==> src/rtl/jk_ctrl_pkg.sv <==
// Shared op codes and FSM state encoding for the JK bank sequencer.
package jk_ctrl_pkg;

  localparam logic [1:0] OP_HOLD = 2'b00;
  localparam logic [1:0] OP_RST  = 2'b01;
  localparam logic [1:0] OP_SET  = 2'b10;
  localparam logic [1:0] OP_TGL  = 2'b11;

  typedef enum logic {
    ST_IDLE = 1'b0,
    ST_EXEC = 1'b1
  } state_t;

endpackage

==> src/rtl/jk_rr_arbiter.sv <==
// Combinational round-robin arbiter: first valid requester at or after ptr, modulo NREQ.
module jk_rr_arbiter #(
  parameter int NREQ = 4
) (
  input  logic [NREQ-1:0]         valid,
  input  logic [$clog2(NREQ)-1:0] ptr,
  input  logic                    en,
  output logic [NREQ-1:0]         grant,
  output logic [$clog2(NREQ)-1:0] gid
);

  localparam int ID_W = $clog2(NREQ);

  logic found;
  int   p;

  always_comb begin
    grant = '0;
    gid   = '0;
    found = 1'b0;
    p     = 0;
    for (int k = 0; k < NREQ; k++) begin
      p = int'(ptr) + k;
      if (p >= NREQ) p = p - NREQ;
      if (en && !found && valid[p]) begin
        found    = 1'b1;
        grant[p] = 1'b1;
        gid      = ID_W'(p);
      end
    end
  end

endmodule

==> src/rtl/jk_bank_sequencer.sv <==
// Round-robin sequencer that applies latched JK commands, one bit per step,
// to a bank of NBITS flops; toggles may repeat to form pulse trains.
module jk_bank_sequencer
  import jk_ctrl_pkg::*;
#(
  parameter int NREQ  = 4,
  parameter int NBITS = 8,
  parameter int IDX_W = 3,
  parameter int CNT_W = 4
) (
  input  logic                     clk,
  input  logic                     rst,
  input  logic [NREQ-1:0]          req_valid,
  output logic [NREQ-1:0]          req_ready,
  input  logic [2*NREQ-1:0]        req_op,
  input  logic [IDX_W*NREQ-1:0]    req_idx,
  input  logic [CNT_W*NREQ-1:0]    req_cnt,
  output logic [NBITS-1:0]         q,
  output logic                     busy,
  output logic                     done,
  output logic [$clog2(NREQ)-1:0]  done_id,
  output logic                     done_err
);

  localparam int ID_W = $clog2(NREQ);

  state_t             state_reg, state_next;
  logic [1:0]         op_reg, op_next;
  logic [IDX_W-1:0]   idx_reg, idx_next;
  logic [CNT_W-1:0]   steps_reg, steps_next;
  logic [ID_W-1:0]    owner_reg, owner_next;
  logic [ID_W-1:0]    ptr_reg, ptr_next;
  logic [NBITS-1:0]   q_reg, q_next, hit;
  logic               done_reg, done_next;
  logic [ID_W-1:0]    done_id_reg, done_id_next;
  logic               done_err_reg, done_err_next;

  logic [NREQ-1:0]    grant;
  logic [ID_W-1:0]    gid;
  logic [1:0]         g_op;
  logic [CNT_W-1:0]   g_cnt;
  logic               exec, idx_oor;

  jk_rr_arbiter #(.NREQ(NREQ)) u_arb (
    .valid (req_valid),
    .ptr   (ptr_reg),
    .en    (state_reg == ST_IDLE),
    .grant (grant),
    .gid   (gid)
  );

  assign exec    = (state_reg == ST_EXEC);
  assign idx_oor = (32'(idx_reg) >= NBITS);
  assign g_op    = req_op[2*int'(gid) +: 2];
  assign g_cnt   = req_cnt[CNT_W*int'(gid) +: CNT_W];

  // Each cell only sees its J/K when the latched index selects it.
  generate
    for (genvar gi = 0; gi < NBITS; gi++) begin : g_cell
      assign hit[gi]    = exec && (idx_reg == IDX_W'(gi));
      assign q_next[gi] = !hit[gi]          ? q_reg[gi] :
                          (op_reg == OP_HOLD) ? q_reg[gi] :
                          (op_reg == OP_RST)  ? 1'b0 :
                          (op_reg == OP_SET)  ? 1'b1 : ~q_reg[gi];
    end
  endgenerate

  always_comb begin
    state_next    = state_reg;
    op_next       = op_reg;
    idx_next      = idx_reg;
    steps_next    = steps_reg;
    owner_next    = owner_reg;
    ptr_next      = ptr_reg;
    done_next     = 1'b0;
    done_id_next  = done_id_reg;
    done_err_next = 1'b0;
    case (state_reg)
      ST_IDLE: begin
        if (|grant) begin
          op_next    = g_op;
          idx_next   = req_idx[IDX_W*int'(gid) +: IDX_W];
          // Only toggles repeat; a zero count still runs once.
          steps_next = (g_op == OP_TGL && g_cnt != '0) ? g_cnt : CNT_W'(1);
          owner_next = gid;
          ptr_next   = (gid == ID_W'(NREQ-1)) ? '0 : gid + ID_W'(1);
          state_next = ST_EXEC;
        end
      end
      ST_EXEC: begin
        if (steps_reg == CNT_W'(1)) begin
          state_next    = ST_IDLE;
          done_next     = 1'b1;
          done_id_next  = owner_reg;
          done_err_next = idx_oor;
        end else begin
          steps_next = steps_reg - CNT_W'(1);
        end
      end
      default: state_next = ST_IDLE;
    endcase
  end

  always_ff @(posedge clk or posedge rst) begin
    if (rst) begin
      state_reg    <= ST_IDLE;
      op_reg       <= OP_HOLD;
      idx_reg      <= '0;
      steps_reg    <= '0;
      owner_reg    <= '0;
      ptr_reg      <= '0;
      q_reg        <= '0;
      done_reg     <= 1'b0;
      done_id_reg  <= '0;
      done_err_reg <= 1'b0;
    end else begin
      state_reg    <= state_next;
      op_reg       <= op_next;
      idx_reg      <= idx_next;
      steps_reg    <= steps_next;
      owner_reg    <= owner_next;
      ptr_reg      <= ptr_next;
      q_reg        <= q_next;
      done_reg     <= done_next;
      done_id_reg  <= done_id_next;
      done_err_reg <= done_err_next;
    end
  end

  assign req_ready = grant;
  assign q         = q_reg;
  assign busy      = exec;
  assign done      = done_reg;
  assign done_id   = done_id_reg;
  assign done_err  = done_err_reg;

endmodule

==> config.mk <==
export PLATFORM = sky130hd
export DESIGN_NAME = jk_bank_sequencer
export DESIGN_NICKNAME = d
export VERILOG_FILES = /design/src/rtl/jk_ctrl_pkg.sv /design/src/rtl/jk_rr_arbiter.sv /design/src/rtl/jk_bank_sequencer.sv
export SDC_FILE = /design/constraint.sdc
export NUM_CORES = 1
export LEC_CHECK = 0
export ABC_CLOCK_PERIOD_IN_PS = 4100
export BUFFER_PORTS_ARGS = -buffer_cell sky130_fd_sc_hd__buf_2
export CAP_MARGIN = 5
export CORE_MARGIN = 4
export CORE_UTILIZATION = 25
export CTS_BUF_LIST = sky130_fd_sc_hd__clkbuf_8
export CTS_CLUSTER_DIAMETER = 80
export DETAILED_ROUTE_END_ITERATION = 10
export MAX_ROUTING_LAYER = met4
export PLACE_DENSITY_LB_ADDON = 0.12
export SLEW_MARGIN = 20
export SYNTH_ARGS = -nofsm -noshare
export SYNTH_HDL_FRONTEND = slang
export SYNTH_SLANG_ARGS = --single-unit
==> constraint.sdc <==
create_clock -name clk -period 4.1 [get_ports clk]
set_clock_uncertainty 0.1 [all_clocks]
set_input_delay 0.82 -clock clk [delete_from_list [all_inputs] [get_ports clk]]
set_output_delay 0.82 -clock clk [all_outputs]
set_load 0.1 [all_outputs]
==> results of run 1 <==
critical path: cells and delay by family, from the launching register on:
kind | cells | cell delay (ns)
buffers and inverters | 2 | 0.44
adder cells (fa/ha/maj) | 1 | 0.40
AND/OR/NAND/NOR | 2 | 0.67
flip-flops | 1 | 0.51
AO/OA/AOI/OAI | 2 | 0.64
metrics by stage:
| stage | area [um^2] | setup TNS (ns) | utilization | std cells |
|---|---|---|---|---|
| floorplan | 2157 | -3.880 | - | 237 |
| global route | 2600 | 0 | 0.3164 | 391 |
| CTS | 2600 | 0 | 0.3164 | 391 |
| finish | 2600 | 0 | 0.3164 | 391 |
| global placement | 2551 | 0 | 0.3105 | 387 |
| detailed placement | 2551 | 0 | 0.3105 | 387 |
metal layers:
layer,vias to the layer above,GRT usage,part of all wire
met1,862,0.1729,0.54
met4,0,0.01891,0.0059
met3,2,0.009729,0.039
met2,43,0.1632,0.41
li1,976,-,-
met5,-,-,0
layout by cell type, fill, tap and decap left out, types with 5 or more instances in the layout:
cell | synthesis | final
nand3_1 | 7 | 7
o21ai_1 | 13 | 13
inv_1 | 14 | 13
nor2_1 | 15 | 15
a31oi_1 | 6 | 6
buf_4 | 1 | 5
mux2_1 | 6 | 6
dfrtp_1 | 25 | 25
mux2i_1 | 11 | 11
mux2_2 | 5 | 5
buf_2 | 7 | 53
o211ai_1 | 5 | 5
o21ai_0 | 10 | 10
nand2_1 | 20 | 20
ha_1 | 10 | 10
power by group:
group / internal, uW / switching, uW
registers: 362 / 127
clock network: 68.7 / 80.6
logic: 487 / 1070
cell families after synthesis:
| group | count (synthesis) | share of synthesized area |
|---|---|---|
| buffers and inverters | 31 | 0.07692 |
| AND/OR/NAND/NOR | 76 | 0.1929 |
| XOR/XNOR | 1 | 0.004143 |
| multiplexers | 25 | 0.1426 |
| adder cells (fa/ha/maj) | 10 | 0.05917 |
| other | 1 | 0.001773 |
| AO/OA/AOI/OAI | 68 | 0.2266 |
| flip-flops | 25 | 0.2959 |
final cells by class:
type / count / area, um^2 / area share
multi-input cells: 181 / 1359 / 0.5226
flip-flops and latches: 25 / 625.6 / 0.2406
repair buffers: 62 / 382.9 / 0.1473
well taps: 105 / 131.4 / 0.05053
inverters: 14 / 52.55 / 0.02021
clock buffers: 3 / 41.29 / 0.01588
clock inverters: 1 / 7.507 / 0.002887
worst min-delay path by stage:
stage / start / end / slack [ns] / cells after the start
CTS: q[2]$_DFFE_PP0P_ / q[2]$_DFFE_PP0P_ / 0.39 / 1
finish: q[2]$_DFFE_PP0P_ / q[2]$_DFFE_PP0P_ / 0.39 / 1
detailed placement: q[2]$_DFFE_PP0P_ / q[2]$_DFFE_PP0P_ / 0.37 / 1
global placement: q[2]$_DFFE_PP0P_ / q[2]$_DFFE_PP0P_ / 0.37 / 1
global route: q[1]$_DFFE_PP0P_ / q[1]$_DFFE_PP0P_ / 0.41 / 1
floorplan: owner_reg[0]$_DFFE_PP0P_ / owner_reg[0]$_DFFE_PP0P_ / 0.35 / 2
synth_stat cells, types with 3 or more instances:
cell type  number  share of area
or3_1           3         0.0089
buf_2           7          0.017
dfrtp_1        25           0.30
mux2_2          5          0.027
nand3b_1        4          0.014
nor2b_1         4          0.012
o21ai_1        13          0.031
a31oi_1         6          0.018
a32oi_1         4          0.017
buf_6           3          0.016
nor3_1          4         0.0095
mux4_2          3          0.032
mux2i_1        11          0.052
a21oi_1         7          0.017
nor2_1         15          0.027
o211ai_1        5          0.018
nand2_1        20          0.036
clkbuf_1        4         0.0071
a21boi_0        4          0.014
o31ai_1         3          0.011
inv_1          14          0.025
ha_1           10          0.059
mux2_1          6          0.032
nand3_1         7          0.017
o21ai_0        10          0.024
==> flow_summary.yaml, run 1 <==
routing:
  ant_nets: 0
  avgViaCountPerCell: 4.816
  first_iter_violations: 94
  drc: 0
  wire_per_inst_um: 13.98
  vias: 1883
  first_pass_iters: 4
  wirelength_um: 5467
yosys:
  ys_seq_area_frac: 0.2959
  ys_warn_count: 0
  syn-cell-area_mm2: 0.002115
  async_flop_share: 1.000
  synth-seq-cells: 25
  netlist_instances: 237
  yosysUniqueCellTypes: 58
  synth_enable_flop_cells: 0
  synth_ff_type: "dfrtp_1"
  syn_avg_cell_area_um2: 8.922
  synth_nets: 289
pwr:
  p_leak_uw: 0.001170
  power.density_mw_per_mm2: 842.5
  power_uw: 2190
  ir_worst_vdd_v: 0.0001831
timing:
  final-max-slew-violation-count: 0
  fmax_ghz: 0.2608
  setup_viol: 0
  rsz0062_at_grt: "false"
  min_period_over_period: 0.9352
  hold_viol_final: 0
  timing.final.ws_setup_ns: 0.2655
  slew_headroom: 0.3918
  whs_ns: 0.3856
  period_needed_ns: 3.835
  tightest_slew_ns: 0.9067
worst_setup_path:
  arrival_ns: 2.91
  required_ns: 3.18
  crit_end: "req_ready[3]"
  crit_start: "ptr_reg[1]$_DFFE_PP0P_"
  worstPathMaxFanout: 7
  r2r_cells: 10
  endpoint_kind: "output pin"
  crit_path_max_incr_delay_ns: 0.51
  reg2reg_slack_ns: 0.64
  crit_chain: "inv_1, ha_1, or2_2, nor3_1, o31ai_2, o211ai_1, buf_12"
  r2r_start: "ptr_reg[1]$_DFFE_PP0P_"
  crit_slowest_cell: "dfrtp_1"
  startpoint_type: "flop"
  path_class: "flop to output pin"
  r2r-end: "steps_reg[2]$_DFFE_PP0P_"
global_routing:
  globalRoute.totalOverflow: 0
  grt_pass1_vias: 1830
  grt_pass1_wl_um: 9121
  grt_usage: 0.1129
  antenna_found_initial: 0
  grt_max_degree: 26
clock_tree:
  post-cts-setup-buffers: 0
  cts_resized: 0
  hold_buffers: 0
  cts_sinks: 25
  cts_tree: "built"
  cts.root.buffer_cell: "clkbuf_8"
  cts_max_level: 1
  cts_buffers: 3
  clkLatencyLatePin_ns: 0.27
  path_clk_slew_ns: 0.10
  clock_path_buffers: 2
floorplan:
  die_x_um: 99.97
  die_h_um: 99.97
  pin_count: 59
  start_util: 0.2573
  dieArea_mm2: 0.009993
  coreArea_mm2: 0.008217
  rows: 33
min_path:
  hp-class: "flop to flop"
placed_design:
  place_ws_ns: 0.4541
  dp_hpwl_um: 4311
  place.gp.congestion: 0.8032
  numPortBuffers: 57
layout:
  n_antenna_cell: 0
  largest_reg_flops: 8
  finalNetCount: 339
  drive_gt1_frac: 0.3112
  area_delta_synth_final_pct: 22.96
  fillers: 870
job:
  drv_cap: 0
outcome:
  run_status: "finished clean"
(Power assumes the default switching activity.)
==> run 2, diff against run 1 <==
--- a/config.mk
+++ b/config.mk
@@ -6,11 +6,10 @@
 export NUM_CORES = 1
 export LEC_CHECK = 0
 export ABC_CLOCK_PERIOD_IN_PS = 4100
-export BUFFER_PORTS_ARGS = -buffer_cell sky130_fd_sc_hd__buf_2
+export BUFFER_PORTS_ARGS = -buffer_cell sky130_fd_sc_hd__buf_4
 export CAP_MARGIN = 5
 export CORE_MARGIN = 4
 export CORE_UTILIZATION = 25
-export CTS_BUF_LIST = sky130_fd_sc_hd__clkbuf_8
 export CTS_CLUSTER_DIAMETER = 80
 export DETAILED_ROUTE_END_ITERATION = 10
 export MAX_ROUTING_LAYER = met4
==> run 2 against run 1 <==
Against the previous run: via count increased by 0.58%; maximum frequency is 1.7% lower; flip-flop and latch count stayed put; total power is essentially flat; largest cell class unchanged.
==> flow_summary.yaml, run 2 (synthesized netlist as in run 1, its figures left out) <==
placed_design:
  numPortBuffers: 57
  place.gp.congestion: 0.7986
  dp_cells: 387
  dp_hpwl_um: 4209
  place_ws_ns: 0.4863
layout:
  area_delta_synth_final_pct: 27.22
  n_antenna_cell: 0
  drive_gt1_frac: 0.3136
  stdcell_count: 392
  final_cell_mix: "buf_4, dfrtp_1, nand2_1"
  final_common_cell: "buf_4"
  largest_reg_flops: 8
  finalNetCount: 340
  fillers: 870
clock_tree:
  clock_path_buffers: 2
  cts.root.buffer_cell: "clkbuf_8"
  clkLatencyLatePin_ns: 0.27
  path_clk_slew_ns: 0.09
  cts_tree: "built"
  cts_sinks: 25
  cts_buffers: 3
  cts_max_level: 1
  cts_resized: 0
timing:
  final-max-slew-violation-count: 0
  rsz0062_at_grt: "false"
  period_needed_ns: 3.902
  timing.final.ws_setup_ns: 0.1981
  tightest_slew_ns: 0.9016
  slew_headroom: 0.3952
  hold_viol_final: 0
  fmax_ghz: 0.2563
  setup_viol: 0
  min_period_over_period: 0.9517
worst_setup_path:
  r2r_start: "ptr_reg[1]$_DFFE_PP0P_"
  crit_chain: "inv_1, ha_1, or2_2, nor3_1, o31ai_2, o211ai_1, buf_4"
  path_class: "flop to output pin"
  endpoint_kind: "output pin"
  path_delay_family: "simple AND/OR/NAND/NOR gates"
  crit_buf_inv: 2
  arrival_ns: 2.98
  crit_path_max_incr_delay_ns: 0.50
  startpoint_type: "flop"
  worstPathMaxFanout: 7
  crit_slowest_cell: "dfrtp_1"
  required_ns: 3.18
  crit_start: "ptr_reg[1]$_DFFE_PP0P_"
global_routing:
  antenna_found_initial: 0
  grt_pass1_vias: 1808
  globalRoute.totalOverflow: 0
  grt_max_degree: 26
  grt_usage: 0.1109
  grt_pass1_wl_um: 8894
routing:
  drc: 0
  first_pass_iters: 4
  ant_nets: 0
  wire_per_inst_um: 13.68
  first_iter_violations: 119
  avgViaCountPerCell: 4.832
  wirelength_um: 5363
  vias: 1894
pwr:
  power_frac_clock: 0.069
  power.density_mw_per_mm2: 814.2
  p_int_uw: 927.6
  pwr-share-seq: 0.223
  power_uw: 2190
  p_sw_uw: 1263
  p_leak_uw: 0.001207
  combPwrFrac: 0.708
  swShare: 0.5765
  ir_worst_vdd_v: 0.0002329
floorplan:
  rows: 33
  coreArea_mm2: 0.008217
  start_util: 0.2573
  die_x_um: 99.97
  dieArea_mm2: 0.009993
  pin_count: 59
  die_h_um: 99.97
job:
  drv_cap: 0
min_path:
  hp-start: "q[4]$_DFFE_PP0P_"
  hp-class: "flop to flop"
outcome:
  run_status: "finished clean"
## run 2: worst paths after layout
path                       cells past startpoint                        to  slack [ns]
setup / recovery                               7              req_ready[3]        0.20
hold / removal                                 1          q[4]$_DFFE_PP0P_        0.38
setup reg to reg                              10  steps_reg[2]$_DFFE_PP0P_        0.58
hold reg to reg                                1          q[4]$_DFFE_PP0P_        0.38
max in group asynchronous                      2    ptr_reg[1]$_DFFE_PP0P_        2.95
min in group asynchronous                      2          q[2]$_DFFE_PP0P_        0.53
## run 2: power by group through the flow
stage          sequential (uW)  clock, uW  combinational (uW)
3_5_place_dp               497          0                1560
4_1_cts                    492        158                1560
2_1_floorplan              820          0                 921
6_report                   489        150                1550
5_1_grt                    512        164                1690
3_3_place_gp               495          0                1560
## run 2: final cells by class
type	count	area [um^2]	share of cell area
Clock inverter	1	7.507	0.002791
Sequential cell	25	625.6	0.2326
Multi-Input combinational cell	181	1359	0.5051
Clock buffer	3	41.29	0.01535
Inverter	14	52.55	0.01953
Tap cell	105	131.4	0.04884
Timing Repair Buffer	63	473.0	0.1758
## run 2: per-stage QoR
step / TNS [ns] / hold slack [ns] / instance area, um^2 / utilization
global route: 0 / 0.4142 / 2690 / 0.3274
floorplan: -3.880 / 0.3533 / 2157 / -
finish: 0 / 0.3795 / 2690 / 0.3274
detailed placement: 0 / 0.3724 / 2634 / 0.3205
CTS: 0 / 0.3858 / 2683 / 0.3265
global placement: 0 / 0.3713 / 2634 / 0.3205
## run 2: worst register-to-register path, stage by stage (launching register included)
cell and delay, ns:
dfrtp_1 0.50, inv_1 0.20, ha_1 0.45, mux4_2 0.35
nor2b_4 0.17, or4_1 0.58, a21boi_0 0.20, mux2_2 0.17
a21oi_1 0.05, or4_1 0.56, o211ai_1 0.11
## run 2: routing by layer
metal / GRT usage / up-vias / wire length (um)
met5: - / - / 0
met4: 0.02206 / 0 / 41
met3: 0.007644 / 4 / 231
met2: 0.1575 / 54 / 2099
met1: 0.1720 / 864 / 2991
li1: - / 972 / -
## run 2: repair_timing
action / CTS / global route
endpoints found under the setup margin: 0 / 1
hold buffers: 0 / 0
setup buffers: 0 / 1
